File: config.mk
export PLATFORM = sky130hd
export DESIGN_NAME = ddr_rd_arbiter_flat
export DESIGN_NICKNAME = d
export VERILOG_FILES = /design/src/rtl/ddr_rd_arbiter_if.sv /design/src/rtl/ddr_rd_arbiter.sv /design/src/flat_wrapper.sv
export SDC_FILE = /design/constraint.sdc
export NUM_CORES = 1
export LEC_CHECK = 0
export ABC_AREA = 1
export CORE_MARGIN = 3
export CORE_UTILIZATION = 30
export CTS_CLUSTER_DIAMETER = 200
export DETAILED_ROUTE_END_ITERATION = 10
export PLACE_DENSITY = 0.69
export SETUP_SLACK_MARGIN = 0.1
export SYNTH_ARGS = -nofsm -noshare
export SYNTH_HDL_FRONTEND = slang
export SYNTH_SLANG_ARGS = --single-unit
File: constraint.sdc
create_clock -name clk_i -period 1.8 [get_ports clk_i]
set_input_delay 0.36 -clock clk_i [delete_from_list [all_inputs] [get_ports clk_i]]
set_output_delay 0.36 -clock clk_i [all_outputs]
set_load 0.05 [all_outputs]
File: src/rtl/ddr_rd_arbiter_if.sv
`default_nettype none
// ============================================================================
//  Module   : ddr_rd_arbiter_if
//  Brief    : Requester and DDR read-engine signal bundle for ddr_rd_arbiter.
//  Revision : 1.0 - initial release
// ============================================================================
interface ddr_rd_arbiter_if #(
  parameter int ADDR_WIDTH    = 30,
  parameter int DATA_NUM_BITS = 16
);
  logic                     init_calib_complete_i;
  logic [1:0]               arb_req_i;
  logic [1:0]               rd_ddr_en_i;
  logic [DATA_NUM_BITS-1:0] rd_burst_num0_i;
  logic [DATA_NUM_BITS-1:0] rd_burst_num1_i;
  logic [ADDR_WIDTH-1:0]    rd_start_addr0_i;
  logic [ADDR_WIDTH-1:0]    rd_start_addr1_i;
  logic                     rd_ddr_done_i;

  logic [1:0]               arb_ack_o;
  logic [1:0]               grant_o;
  logic                     rd_ddr_en_o;
  logic [DATA_NUM_BITS-1:0] rd_burst_num_o;
  logic [ADDR_WIDTH-1:0]    rd_start_addr_o;
  logic [1:0]               rd_done_o;
  logic                     busy_o;
  logic                     timeout_err_o;

  // Arbiter side
  modport slave (
    input  init_calib_complete_i, arb_req_i, rd_ddr_en_i,
           rd_burst_num0_i, rd_burst_num1_i,
           rd_start_addr0_i, rd_start_addr1_i, rd_ddr_done_i,
    output arb_ack_o, grant_o, rd_ddr_en_o, rd_burst_num_o,
           rd_start_addr_o, rd_done_o, busy_o, timeout_err_o
  );

  // Requester / DDR engine side
  modport master (
    output init_calib_complete_i, arb_req_i, rd_ddr_en_i,
           rd_burst_num0_i, rd_burst_num1_i,
           rd_start_addr0_i, rd_start_addr1_i, rd_ddr_done_i,
    input  arb_ack_o, grant_o, rd_ddr_en_o, rd_burst_num_o,
           rd_start_addr_o, rd_done_o, busy_o, timeout_err_o
  );
endinterface
`default_nettype wire

File: src/rtl/ddr_rd_arbiter.sv
`default_nettype none
// ============================================================================
//  Module   : ddr_rd_arbiter
//  Brief    : Two-requester round-robin arbiter for a DDR read port with watchdog.
//  Revision : 1.0 - initial release
// ============================================================================
module ddr_rd_arbiter #(
  parameter int ADDR_WIDTH    = 30,
  parameter int DATA_NUM_BITS = 16,
  parameter int TO_LIMIT      = 65535
) (
  input wire              clk_i,
  input wire              rstn_i,
  ddr_rd_arbiter_if.slave arb
);

  localparam logic [2:0] c_ST_CALIB = 3'd0;
  localparam logic [2:0] c_ST_IDLE  = 3'd1;
  localparam logic [2:0] c_ST_ACK   = 3'd2;
  localparam logic [2:0] c_ST_BUSY  = 3'd3;
  localparam logic [2:0] c_ST_REL   = 3'd4;

  localparam int                 c_CNT_W   = $clog2(TO_LIMIT + 1);
  localparam logic [c_CNT_W-1:0] c_TO_LAST = c_CNT_W'(TO_LIMIT - 1);

  logic [2:0]         state_q, state_d;
  logic               owner_q, owner_d;
  logic               last_q,  last_d;
  logic [c_CNT_W-1:0] wd_q,    wd_d;
  logic               terr_q,  terr_d;

  logic               w_winner;
  logic [1:0]         w_owner_oh;

  // On a tie the requester that was not served last wins
  assign w_winner   = (arb.arb_req_i == 2'b11) ? ~last_q : arb.arb_req_i[1];
  assign w_owner_oh = owner_q ? 2'b10 : 2'b01;

  always_ff @(posedge clk_i or negedge rstn_i) begin
    if (!rstn_i) begin
      state_q <= c_ST_CALIB;
      owner_q <= 1'b0;
      last_q  <= 1'b1;
      wd_q    <= '0;
      terr_q  <= 1'b0;
    end else begin
      state_q <= state_d;
      owner_q <= owner_d;
      last_q  <= last_d;
      wd_q    <= wd_d;
      terr_q  <= terr_d;
    end
  end

  always_comb begin
    state_d = state_q;
    owner_d = owner_q;
    last_d  = last_q;
    wd_d    = wd_q;
    terr_d  = terr_q;
    case (state_q)
      c_ST_CALIB: begin
        if (arb.init_calib_complete_i) state_d = c_ST_IDLE;
      end
      c_ST_IDLE: begin
        if (|arb.arb_req_i) begin
          state_d = c_ST_ACK;
          owner_d = w_winner;
        end
      end
      c_ST_ACK: begin
        state_d = c_ST_BUSY;
        wd_d    = '0;
      end
      c_ST_BUSY: begin
        wd_d = wd_q + 1'b1;
        // A done arriving in the watchdog's last cycle is a clean completion
        if (arb.rd_ddr_done_i) begin
          state_d = c_ST_REL;
          last_d  = owner_q;
        end else if (wd_q == c_TO_LAST) begin
          state_d = c_ST_REL;
          last_d  = owner_q;
          terr_d  = 1'b1;
        end
      end
      c_ST_REL: begin
        state_d = c_ST_IDLE;
      end
      default: begin
        state_d = c_ST_CALIB;
      end
    endcase
  end

  always_comb begin
    arb.arb_ack_o       = 2'b00;
    arb.grant_o         = 2'b00;
    arb.rd_done_o       = 2'b00;
    arb.rd_ddr_en_o     = 1'b0;
    arb.rd_burst_num_o  = '0;
    arb.rd_start_addr_o = '0;
    case (state_q)
      c_ST_ACK: begin
        arb.arb_ack_o = w_owner_oh;
        arb.grant_o   = w_owner_oh;
      end
      c_ST_BUSY: begin
        arb.grant_o         = w_owner_oh;
        arb.rd_ddr_en_o     = arb.rd_ddr_en_i[owner_q];
        arb.rd_burst_num_o  = owner_q ? arb.rd_burst_num1_i  : arb.rd_burst_num0_i;
        arb.rd_start_addr_o = owner_q ? arb.rd_start_addr1_i : arb.rd_start_addr0_i;
      end
      c_ST_REL: begin
        arb.rd_done_o = w_owner_oh;
      end
      default: begin
        arb.arb_ack_o = 2'b00;
      end
    endcase
  end

  assign arb.busy_o        = (state_q != c_ST_CALIB) && (state_q != c_ST_IDLE);
  assign arb.timeout_err_o = terr_q;

endmodule
`default_nettype wire

File: src/flat_wrapper.sv
// flat-port wrapper written by rule: the top's interface ports become plain ports
module ddr_rd_arbiter_flat 
#(
  parameter int ADDR_WIDTH    = 30,
  parameter int DATA_NUM_BITS = 16,
  parameter int TO_LIMIT      = 65535
)
  (clk_i, rstn_i, arb_init_calib_complete_i, arb_arb_req_i, arb_rd_ddr_en_i, arb_rd_burst_num0_i, arb_rd_burst_num1_i, arb_rd_start_addr0_i, arb_rd_start_addr1_i, arb_rd_ddr_done_i, arb_arb_ack_o, arb_grant_o, arb_rd_ddr_en_o, arb_rd_burst_num_o, arb_rd_start_addr_o, arb_rd_done_o, arb_busy_o, arb_timeout_err_o);
  ddr_rd_arbiter_if #(.ADDR_WIDTH(ADDR_WIDTH), .DATA_NUM_BITS(DATA_NUM_BITS)) arb_i ();
  input wire clk_i;
  input wire rstn_i;
  input wire logic [$bits(arb_i.init_calib_complete_i)-1:0] arb_init_calib_complete_i;
  input wire logic [$bits(arb_i.arb_req_i)-1:0] arb_arb_req_i;
  input wire logic [$bits(arb_i.rd_ddr_en_i)-1:0] arb_rd_ddr_en_i;
  input wire logic [$bits(arb_i.rd_burst_num0_i)-1:0] arb_rd_burst_num0_i;
  input wire logic [$bits(arb_i.rd_burst_num1_i)-1:0] arb_rd_burst_num1_i;
  input wire logic [$bits(arb_i.rd_start_addr0_i)-1:0] arb_rd_start_addr0_i;
  input wire logic [$bits(arb_i.rd_start_addr1_i)-1:0] arb_rd_start_addr1_i;
  input wire logic [$bits(arb_i.rd_ddr_done_i)-1:0] arb_rd_ddr_done_i;
  output wire logic [$bits(arb_i.arb_ack_o)-1:0] arb_arb_ack_o;
  output wire logic [$bits(arb_i.grant_o)-1:0] arb_grant_o;
  output wire logic [$bits(arb_i.rd_ddr_en_o)-1:0] arb_rd_ddr_en_o;
  output wire logic [$bits(arb_i.rd_burst_num_o)-1:0] arb_rd_burst_num_o;
  output wire logic [$bits(arb_i.rd_start_addr_o)-1:0] arb_rd_start_addr_o;
  output wire logic [$bits(arb_i.rd_done_o)-1:0] arb_rd_done_o;
  output wire logic [$bits(arb_i.busy_o)-1:0] arb_busy_o;
  output wire logic [$bits(arb_i.timeout_err_o)-1:0] arb_timeout_err_o;
  assign arb_i.init_calib_complete_i = arb_init_calib_complete_i;
  assign arb_i.arb_req_i = arb_arb_req_i;
  assign arb_i.rd_ddr_en_i = arb_rd_ddr_en_i;
  assign arb_i.rd_burst_num0_i = arb_rd_burst_num0_i;
  assign arb_i.rd_burst_num1_i = arb_rd_burst_num1_i;
  assign arb_i.rd_start_addr0_i = arb_rd_start_addr0_i;
  assign arb_i.rd_start_addr1_i = arb_rd_start_addr1_i;
  assign arb_i.rd_ddr_done_i = arb_rd_ddr_done_i;
  assign arb_arb_ack_o = arb_i.arb_ack_o;
  assign arb_grant_o = arb_i.grant_o;
  assign arb_rd_ddr_en_o = arb_i.rd_ddr_en_o;
  assign arb_rd_burst_num_o = arb_i.rd_burst_num_o;
  assign arb_rd_start_addr_o = arb_i.rd_start_addr_o;
  assign arb_rd_done_o = arb_i.rd_done_o;
  assign arb_busy_o = arb_i.busy_o;
  assign arb_timeout_err_o = arb_i.timeout_err_o;
  ddr_rd_arbiter #(.ADDR_WIDTH(ADDR_WIDTH), .DATA_NUM_BITS(DATA_NUM_BITS), .TO_LIMIT(TO_LIMIT)) u_core (.clk_i(clk_i), .rstn_i(rstn_i), .arb(arb_i));
endmodule
=== Word level (Yosys, flattened, before mapping) ===
Index checks and enable logic that the tools add are counted.

* Input bits: 100
* Output and inout bits: 55
* Register bits: 22

* Multiplexer cells: 20
* Equality and inequality tests: 10
* Add/subtract/negate cells: 1
* Reduce and logical (&&, ||, !) cells: 11
* Bitwise operators: 2
* Magnitude comparators: 1

{| class="wikitable"
|+ Operators by type and width
! cell !! count
|-
| $mux 30 || 2
|-
| $mux 16 || 2
|-
| $pmux 16 s2 || 1
|-
| $add 16x1->16 const B || 1
|-
| $eq 16x16->1 const B || 1
|-
| $pmux 3 s5 || 1
|-
| $mux 3 || 4
|-
| $mux 2 || 4
|-
| $eq 3x2->1 const B || 2
|-
| $mux 1 || 6
|-
| $reduce_and 3->1 || 2
|-
| $reduce_and 2->1 || 2
|-
| $reduce_bool 2->1 || 2
|-
| $reduce_or 2->1 || 2
|-
| $eq 3x1->1 const B || 1
|-
| $eq 3x3->1 const B || 1
|-
| $logic_not 3->1 || 1
|-
| $ne 3x1->1 const B || 1
|-
| $ne 3x2->1 const B || 1
|-
| $reduce_bool 3->1 || 1
|-
| $eq 2x2->1 const B || 1
|-
| $lt 1x2->1 const B || 1
|-
| $ne 2x1->1 const B || 1
|-
| $ne 2x2->1 const B || 1
|-
| 2 further kinds || 3
|}

=== Logic depth before layout (Yosys ltp) ===
Gate-level depths: netlist (run 1).

* Depth after elaboration: 4
* Mapped depth: 9

=== Least setup slack after synthesis (run 1) ===
Ideal clock, no wire load.

* Path kind: register -> output
* Start point: reg u_core.state_q[2]
* End point: out arb_arb_ack_o[0]
* Arrival time: 1.522 ns
* Cell stages (with the launch flop): 7
* Slack: -0.082 ns
* Cells stage by stage: dfrtp_1 -> inv_2 -> nand2_4 -> inv_4 -> buf_6 -> nand2_2 -> nor2_1

* Word-level cells in the longest chain between the ends: 2

{| class="wikitable"
|+ Ends and longest elaborated chain
! what !! line !! RTL
|-
| start, declared || ddr_rd_arbiter.sv:26 || <nowiki>logic [2:0] state_q, state_d;</nowiki>
|-
| start signal, assigned || ddr_rd_arbiter.sv:41 || <nowiki>state_q <= c_ST_CALIB;</nowiki>
|-
| start signal, assigned || ddr_rd_arbiter.sv:47 || <nowiki>state_q <= state_d;</nowiki>
|-
| $eq 3x2->1 || ddr_rd_arbiter.sv:103 || <nowiki>case (state_q)</nowiki>
|-
| $mux 2 || ddr_rd_arbiter.sv:103 ||
|-
| end, declared || flat_wrapper.sv:20 || <nowiki>output wire logic [$bits(arb_i.arb_ack_o)-1:0] arb_arb_ack_o;</nowiki>
|}

No other way between the ends.

=== Worst setup path in the final report (run 1) ===
* Start point: reg u_core.owner_q
* End point: out arb_rd_start_addr_o[19]

* Word-level cells in the longest chain between the ends: 2

{| class="wikitable"
|+ Ends and longest elaborated chain
! what !! line !! RTL
|-
| start, declared || ddr_rd_arbiter.sv:27 || <nowiki>logic owner_q, owner_d;</nowiki>
|-
| start signal, assigned || ddr_rd_arbiter.sv:48 || <nowiki>owner_q <= owner_d;</nowiki>
|-
| $mux 30 || ddr_rd_arbiter.sv:112 || <nowiki>arb.rd_start_addr_o = owner_q ? arb.rd_start_addr1_i : arb.rd_start_addr0_i;</nowiki>
|-
| $mux 30 || ddr_rd_arbiter.sv:103 ||
|-
| end, declared || flat_wrapper.sv:24 || <nowiki>output wire logic [$bits(arb_i.rd_start_addr_o)-1:0] arb_rd_start_addr_o;</nowiki>
|}

No other way between the ends.

==> out/metrics.csv, run 1 <==
stage,metric,value,unit
run_status,violations,negative setup slack,
sta,worst_slew_pin_slew,0.296,ns
yosys,yosysSeqAreaShare,23.8,%
worst_setup_path,critPathMaxStageDelay,0.40,ns
cts,cts.path.max_buffers,2,
worst_setup_path,cp-end-kind,primary output,
power_and_ir_drop,p_leak,2.67,nW
die,pin_count,155,
worst_setup_path,rr_worst_depth,11,
sta,min_period,1.82,ns
yosys,synth_xor_area_share,0.755,%
sta,final-hold-violation-count,0,
worst_setup_path,cp_slowest_cell,dfrtp_1,
yosys,synth_top_family_by_area,simple AND/OR/NAND/NOR gates,
detailed_routing,via_per_inst,4.55,
power_and_ir_drop,finalPower,0.00651,W
yosys,synth_cell_types,33,
die,die_h,94.0,µm
final_layout,diodes,0,
grt,grt.total_usage,20.0,%
placed_design,hpwlAfterDp,6720,µm
yosys,netlist_top_cells_area,"nand2_1, dfrtp_1, inv_1",
detailed_routing,postRouteAntennaNets,0,
sta,setup_viol,4,
cts,cts.sinks,22,
worst_setup_path,cp-start-kind,flop,
yosys,syn-num-nets,539,
final_layout,fin_nets,713,
cts,clock_tree.root_cell,clkbuf_8,
yosys,netlist_instances,437,
sta,finalClockSkew,0.0100,ns
yosys,synth.ff_latch_count,22,
sta,max_freq,0.550,GHz
cts,clk_latency,0.27,ns
yosys,yosysTopAreaCellShare,37.7,%
die,die_x,94.0,µm
power_and_ir_drop,switchingPower,0.00346,W
final_layout,syn_to_final_growth,108,%
final_layout,drive_gt1_share,30.8,%
yosys,yosys.area_share.adder,1.08,%
worst_setup_path,cp_max_fo,8,
die,die_area,8830,µm²
grt,antenna_found_initial,0,
worst_setup_path,crit_buf_inv,5,
die,core_area,7370,µm²
power_and_ir_drop,switching_share,53.2,%
detailed_routing,drt_iter0_drc,146,
sta,postLayoutSetupSlackWorst,-0.0175,ns
worst_setup_path,ff2ff_setup_slack,0.30,ns
sta,rsz0062_at_grt,yes,
detailed_routing,wirelength,10000,µm
die,initial_core_util,31.5,%
yosys,synth_top_flop_cell,dfrtp_1,
yosys,ys_warn_count,0,
sta,timing.hold.ws,0.435,ns
detailed_routing,via_count,3227,
grt,grt_max_degree,24,
detailed_routing,drt_pre_antenna_iters,4,
grt,first_global_vias,2983,
worst_setup_path,r2r_end,u_core.state_q[0],
yosys,syn_area,2320,µm²
worst_setup_path,arrival,1.46,ns
worst_setup_path,crit_chain,buf_6 > clkinv_8 > clkbuf_16 > nand2_1 > nand2_2 > nand2_4 > inv_2 > buf_8,
power_and_ir_drop,ir_drop,0.735,mV
yosys,synthMuxAreaShare,0,%
run_status,status,"finished, violations left",
power_and_ir_drop,seqPwrFrac,10.4,%
job,cap_violations,0,
detailed_routing,drc,0,
yosys,synth-edff-count,0,
worst_setup_path,crit_family,buffers and inverters,
placed_design,place_congestion,0.868,
sta,maxSlewViolCount,0,
yosys,synth-compound-area-share,6.15,%
power_and_ir_drop,power_density,1350,nW/µm²
worst_setup_path,crit_required,1.44,ns
worst_setup_path,rr_startpoint,u_core.state_q[2],
cts,ctsHoldBuffers,0,
power_and_ir_drop,p_int,0.00305,W
yosys,synth_simple_gate_area_share,52.1,%
sta,finalCritPeriodShare,101,%
grt,overflow,0,
placed_design,pre_cts_ws,0.116,ns
worst_hold_path,hold_class,primary input to async pin,
detailed_routing,wl_per_cell,14.1,µm
cts,clkTransAtPathRegs,0.09,ns
grt,grt_pass1_wl,14400,µm
cts,htree_num_levels,1,
power_and_ir_drop,combinationalPowerShare,84.5,%
die,rows,31,
yosys,synth_top_cell_by_area,nand2_1,
cts,cts_buffers,3,
yosys,async_flop_share,100,%
worst_setup_path,crit_type,flop to primary output,
power_and_ir_drop,clkPwrFrac,5.0,%
sta,slew_headroom,80.3,%
cts,cts_tree,yes,
yosys,avgSynthCellArea,5.31,µm²
placed_design,port_buffers,154,
## cells by family (layout without fill, tap and decap cells)
family,count (synthesis),in the layout
buffers and inverters,91,264
XOR/XNOR,2,2
AO/OA/AOI/OAI,24,24
flip-flops,22,22
adder cells (fa/ha/maj),2,2
AND/OR/NAND/NOR,296,296
## per-layer routing
metal	global-route usage, %	up-vias	wire length [µm]
met5	0	-	0
met4	4.81	0	210
met3	3.21	16	682
met2	37.4	116	5270
met1	23.7	1459	3840
li1	-	1636	-
## worst max path at each step
stage	from	to	depth (start not counted)
2_1_floorplan	u_core.state_q[2]	arb_arb_ack_o[0]	6
3_3_place_gp	u_core.state_q[2]	arb_rd_start_addr_o[14]	9
3_5_place_dp	u_core.state_q[2]	arb_rd_start_addr_o[14]	9
4_1_cts	u_core.state_q[2]	arb_rd_start_addr_o[2]	9
5_1_grt	u_core.owner_q	arb_rd_start_addr_o[19]	8
6_report	u_core.owner_q	arb_rd_start_addr_o[19]	8
## power groups by stage
stage | Sequential, W | Clock (W) | Combinational (W)
final | 0.000680 | 0.000327 | 0.00550
after global routing | 0.000693 | 0.000360 | 0.00584
after CTS | 0.000666 | 0.000336 | 0.00485
after detailed placement | 0.000687 | 0 | 0.00397
after global placement | 0.000680 | 0 | 0.00393
after floorplan | 0.000653 | 0 | 0.00257
## final cells by class
class	instances	area (µm²)
clock buffers	4	45.0
fillers	611	2530
inverters	74	310
multi-input cells	324	1620
flip-flops and latches	22	554
well taps	99	124
repair buffers	186	2190
## Yosys cell counts (2+ instances only)
cell	number
nand4_1	2
nand3_1	16
o21ai_2	3
inv_1	67
dfrtp_1	21
nand2_4	2
nand2_2	4
inv_4	2
buf_4	5
xor2_1	2
ha_1	2
a21oi_1	9
nor2_1	30
nand2_1	233
inv_2	4
o21ai_1	6
clkbuf_1	10
nor2_2	4
## sequential cells by signal, indices dropped and copies added, names as in the netlist
signal / count
u_core.state_q: 3
u_core.owner_q: 1
u_core.arb.timeout_err_o: 1
u_core.last_q: 1
u_core.wd_q: 16
## placed cells by master (no fill, tap or decap), types with 2 or more instances in the layout
cell             instances
nand2_1                192
inv_1                   43
ha_1                     2
nand2_4                 18
buf_16                   3
o21ai_2                  3
dfrtp_2                  2
nand3_1                 16
nor2_4                   5
o21ai_1                  6
nand2_2                 29
buf_8                   19
inv_4                    3
inv_2                   26
nand4_1                  2
a21oi_1                  9
clkbuf_8                 3
nor2_1                  23
buf_4                   16
buf_12                  10
clkdlybuf4s50_1         99
nor2_2                   7
dfrtp_1                 19
buf_6                   34
clkbuf_16                5
clkinv_8                 2
xor2_1                   2
## timing repair
action,CTS,global route
gates resized for setup,114,61
hold endpoints to repair,0,0
gates cloned,3,6
buffers inserted,9,3
pin swaps,6,12
endpoints found under the setup margin,51,53
## through the flow
step	TNS, ns	cells	util [%]	cell area, µm²
2_1_floorplan	-0.189	437	-	2330
3_3_place_gp	0	685	54.0	3980
3_5_place_dp	0	685	54.0	3980
4_1_cts	-0.235	701	61.3	4520
5_1_grt	-2.50	709	65.6	4840
6_report	-0.0262	709	65.6	4840
Note: power is estimated with default switching activity, not from simulation.
==> run 2: changes to the inputs <==
--- a/config.mk
+++ b/config.mk
@@ -6,7 +6,7 @@
 export NUM_CORES = 1
 export LEC_CHECK = 0
 export ABC_AREA = 1
-export CORE_MARGIN = 3
+export CORE_MARGIN = 5
 export CORE_UTILIZATION = 30
 export CTS_CLUSTER_DIAMETER = 200
 export DETAILED_ROUTE_END_ITERATION = 10
==> out/metrics.csv, run 2 (synthesis gave the netlist of run 1 again) <==
stage,metric,value,unit,change
job,cap_violations,0,,unchanged
sta,rsz0062_at_grt,yes,,unchanged
detailed_routing,via_count,3297,,was 3227
cts,clk_latency,0.26,ns,was 0.27 ns
final_layout,fin_nets,712,,was 713
final_layout,final_common_cell,nand2_1,,unchanged
worst_setup_path,cp-end-kind,primary output,,unchanged
worst_setup_path,arrival,1.50,ns,was 1.46 ns
cts,cts_buffers,3,,unchanged
die,die_x,98.0,µm,was 94.0 µm
final_layout,nFillCells,603,,was 611
final_layout,diodes,0,,unchanged
final_layout,finish.utilization,64.4,%,was 65.6%
sta,min_period,1.86,ns,was 1.82 ns
detailed_routing,via_per_inst,4.64,,was 4.55
grt,grt.total_usage,19.1,%,was 20.0%
cts,cts.path.max_buffers,2,,unchanged
cts,htree_num_levels,1,,unchanged
detailed_routing,drt_iter0_drc,130,,was 146
run_status,violations,negative setup slack,,unchanged
placed_design,place_congestion,0.851,,was 0.868
worst_setup_path,cp_max_fo,7,,was 8
final_layout,reg_top3,"u_core.wd_q x16, u_core.state_q x3",,unchanged
final_layout,largest_register,u_core.wd_q,,unchanged
final_layout,fin_area,4920,µm²,was 4840 µm²
final_layout,final_cell_mix,"nand2_1, clkdlybuf4s50_1, inv_2",,"was nand2_1, clkdlybuf4s50_1, inv_1"
cts,cts_tree,yes,,unchanged
final_layout,largest_reg_flops,16,,unchanged
worst_setup_path,rr_worst_depth,10,,was 11
worst_setup_path,crit_required,1.44,ns,about the same
power_and_ir_drop,p_leak,2.72,nW,was 2.67 nW
die,pin_count,155,,unchanged
sta,slew_headroom,79.5,%,was 80.3%
worst_setup_path,rr_startpoint,u_core.state_q[2],,unchanged
final_layout,register_area,554,µm²,unchanged
sta,setup_viol,43,,was 4
sta,max_freq,0.538,GHz,was 0.550 GHz
detailed_routing,wirelength,10600,µm,was 10000 µm
worst_setup_path,ff2ff_setup_slack,0.22,ns,was 0.30 ns
die,die_area,9600,µm²,was 8830 µm²
worst_setup_path,critPathLaunch,u_core.state_q[2],,was u_core.owner_q
sta,final-hold-violation-count,0,,unchanged
detailed_routing,wl_per_cell,14.9,µm,was 14.1 µm
sta,postLayoutSetupSlackWorst,-0.0597,ns,was -0.0175 ns
placed_design,place_area,3920,µm²,was 3980 µm²
sta,maxSlewViolCount,0,,unchanged
die,initial_core_util,30.4,%,was 31.5%
detailed_routing,drc,0,,unchanged
cts,ctsHoldBuffers,0,,unchanged
placed_design,hpwlAfterDp,6840,µm,was 6720 µm
worst_setup_path,crit_type,flop to primary output,,unchanged
sta,finalClockSkew,0.00335,ns,was 0.0100 ns
final_layout,multi_input_area,1690,µm²,was 1620 µm²
worst_setup_path,cp-start-kind,flop,,unchanged
detailed_routing,drt_pre_antenna_iters,4,,unchanged
sta,worst_slew_pin_slew,0.307,ns,was 0.296 ns
cts,clock_tree.root_cell,clkbuf_8,,unchanged
final_layout,drive_gt1_share,33.2,%,was 30.8%
die,core_area,7650,µm²,was 7370 µm²
power_and_ir_drop,ir_drop,1.03,mV,was 0.735 mV
grt,overflow,0,,unchanged
detailed_routing,postRouteAntennaNets,0,,unchanged
final_layout,syn_to_final_growth,112,%,was 108%
die,rows,32,,was 31
worst_hold_path,hold_class,primary input to async pin,,unchanged
grt,grt_pass1_wl,15300,µm,was 14400 µm
run_status,status,"finished, violations left",,unchanged
placed_design,port_buffers,154,,unchanged
grt,antenna_found_initial,0,,unchanged
die,die_h,98.0,µm,was 94.0 µm
worst_setup_path,r2r_end,u_core.wd_q[3],,was u_core.state_q[0]
cts,cts.sinks,22,,unchanged
grt,grt_max_degree,32,,was 24
sta,finalCritPeriodShare,103,%,was 101%
power_and_ir_drop,power_density,1350,nW/µm²,about the same
grt,first_global_vias,3198,,was 2983
cts,clkTransAtPathRegs,0.08,ns,was 0.09 ns
-- run 2: how the worst max path moves through the flow --
stage / endpoint / cells past startpoint
after floorplan: arb_arb_ack_o[0] / 6
after global placement: arb_rd_start_addr_o[17] / 6
after detailed placement: arb_rd_burst_num_o[6] / 9
after CTS: arb_arb_ack_o[0] / 7
after global routing: arb_rd_start_addr_o[0] / 9
final: arb_rd_start_addr_o[0] / 9
-- run 2: metrics by stage --
step / cells / TNS (ns) / hold WS (ns) / power (W) / setup slack, ns
after detailed placement: 685 / 0 / 0.447 / 0.00450 / 0.121
after floorplan: 437 / -0.189 / 0.0644 / 0.00322 / -0.0818
after global routing: 711 / -3.98 / 0.475 / 0.00702 / -0.115
after CTS: 699 / -0.0372 / 0.449 / 0.00582 / -0.0230
after global placement: 685 / 0 / 0.452 / 0.00448 / 0.151
final: 711 / -1.07 / 0.438 / 0.00666 / -0.0597
-- run 2: worst max-delay path: stages (launching register included) --
cell	delay, ns
dfrtp_1	0.40
inv_2	0.09
nand2_4	0.07
inv_6	0.07
nand2_8	0.06
inv_12	0.11
clkbuf_16	0.18
nand2_4	0.04
inv_2	0.07
buf_8	0.15
-- run 2: layer usage --
layer / global-route usage, % / vias up / share of wire, %
li1: - / 1634 / -
met1: 22.6 / 1494 / 40
met2: 34.7 / 145 / 51
met3: 3.29 / 24 / 6.8
met4: 6.18 / 0 / 2.9
met5: 0 / - / 0
-- run 2: layout make-up --
type                       count  area share, %
timing repair buffer         185           44.8
multi-input combinational    324           34.2
sequential                    22           11.3
inverter                      74           6.25
tap                          102           2.59
clock buffer                   4          0.915
-- run 2: timing repair --
action / CTS / global route
buffers inserted: 7 / 10
pin swaps: 3 / 5
gates cloned: 3 / 3
setup endpoints to repair: 52 / 53
gates resized for setup: 140 / 88
-- run 2: report_power, final --
group	total, W	internal (W)	switching, W
registers	0.000695	0.000581	0.000114
clock network	0.000320	0.000158	0.000162
logic	0.00565	0.00232	0.00333
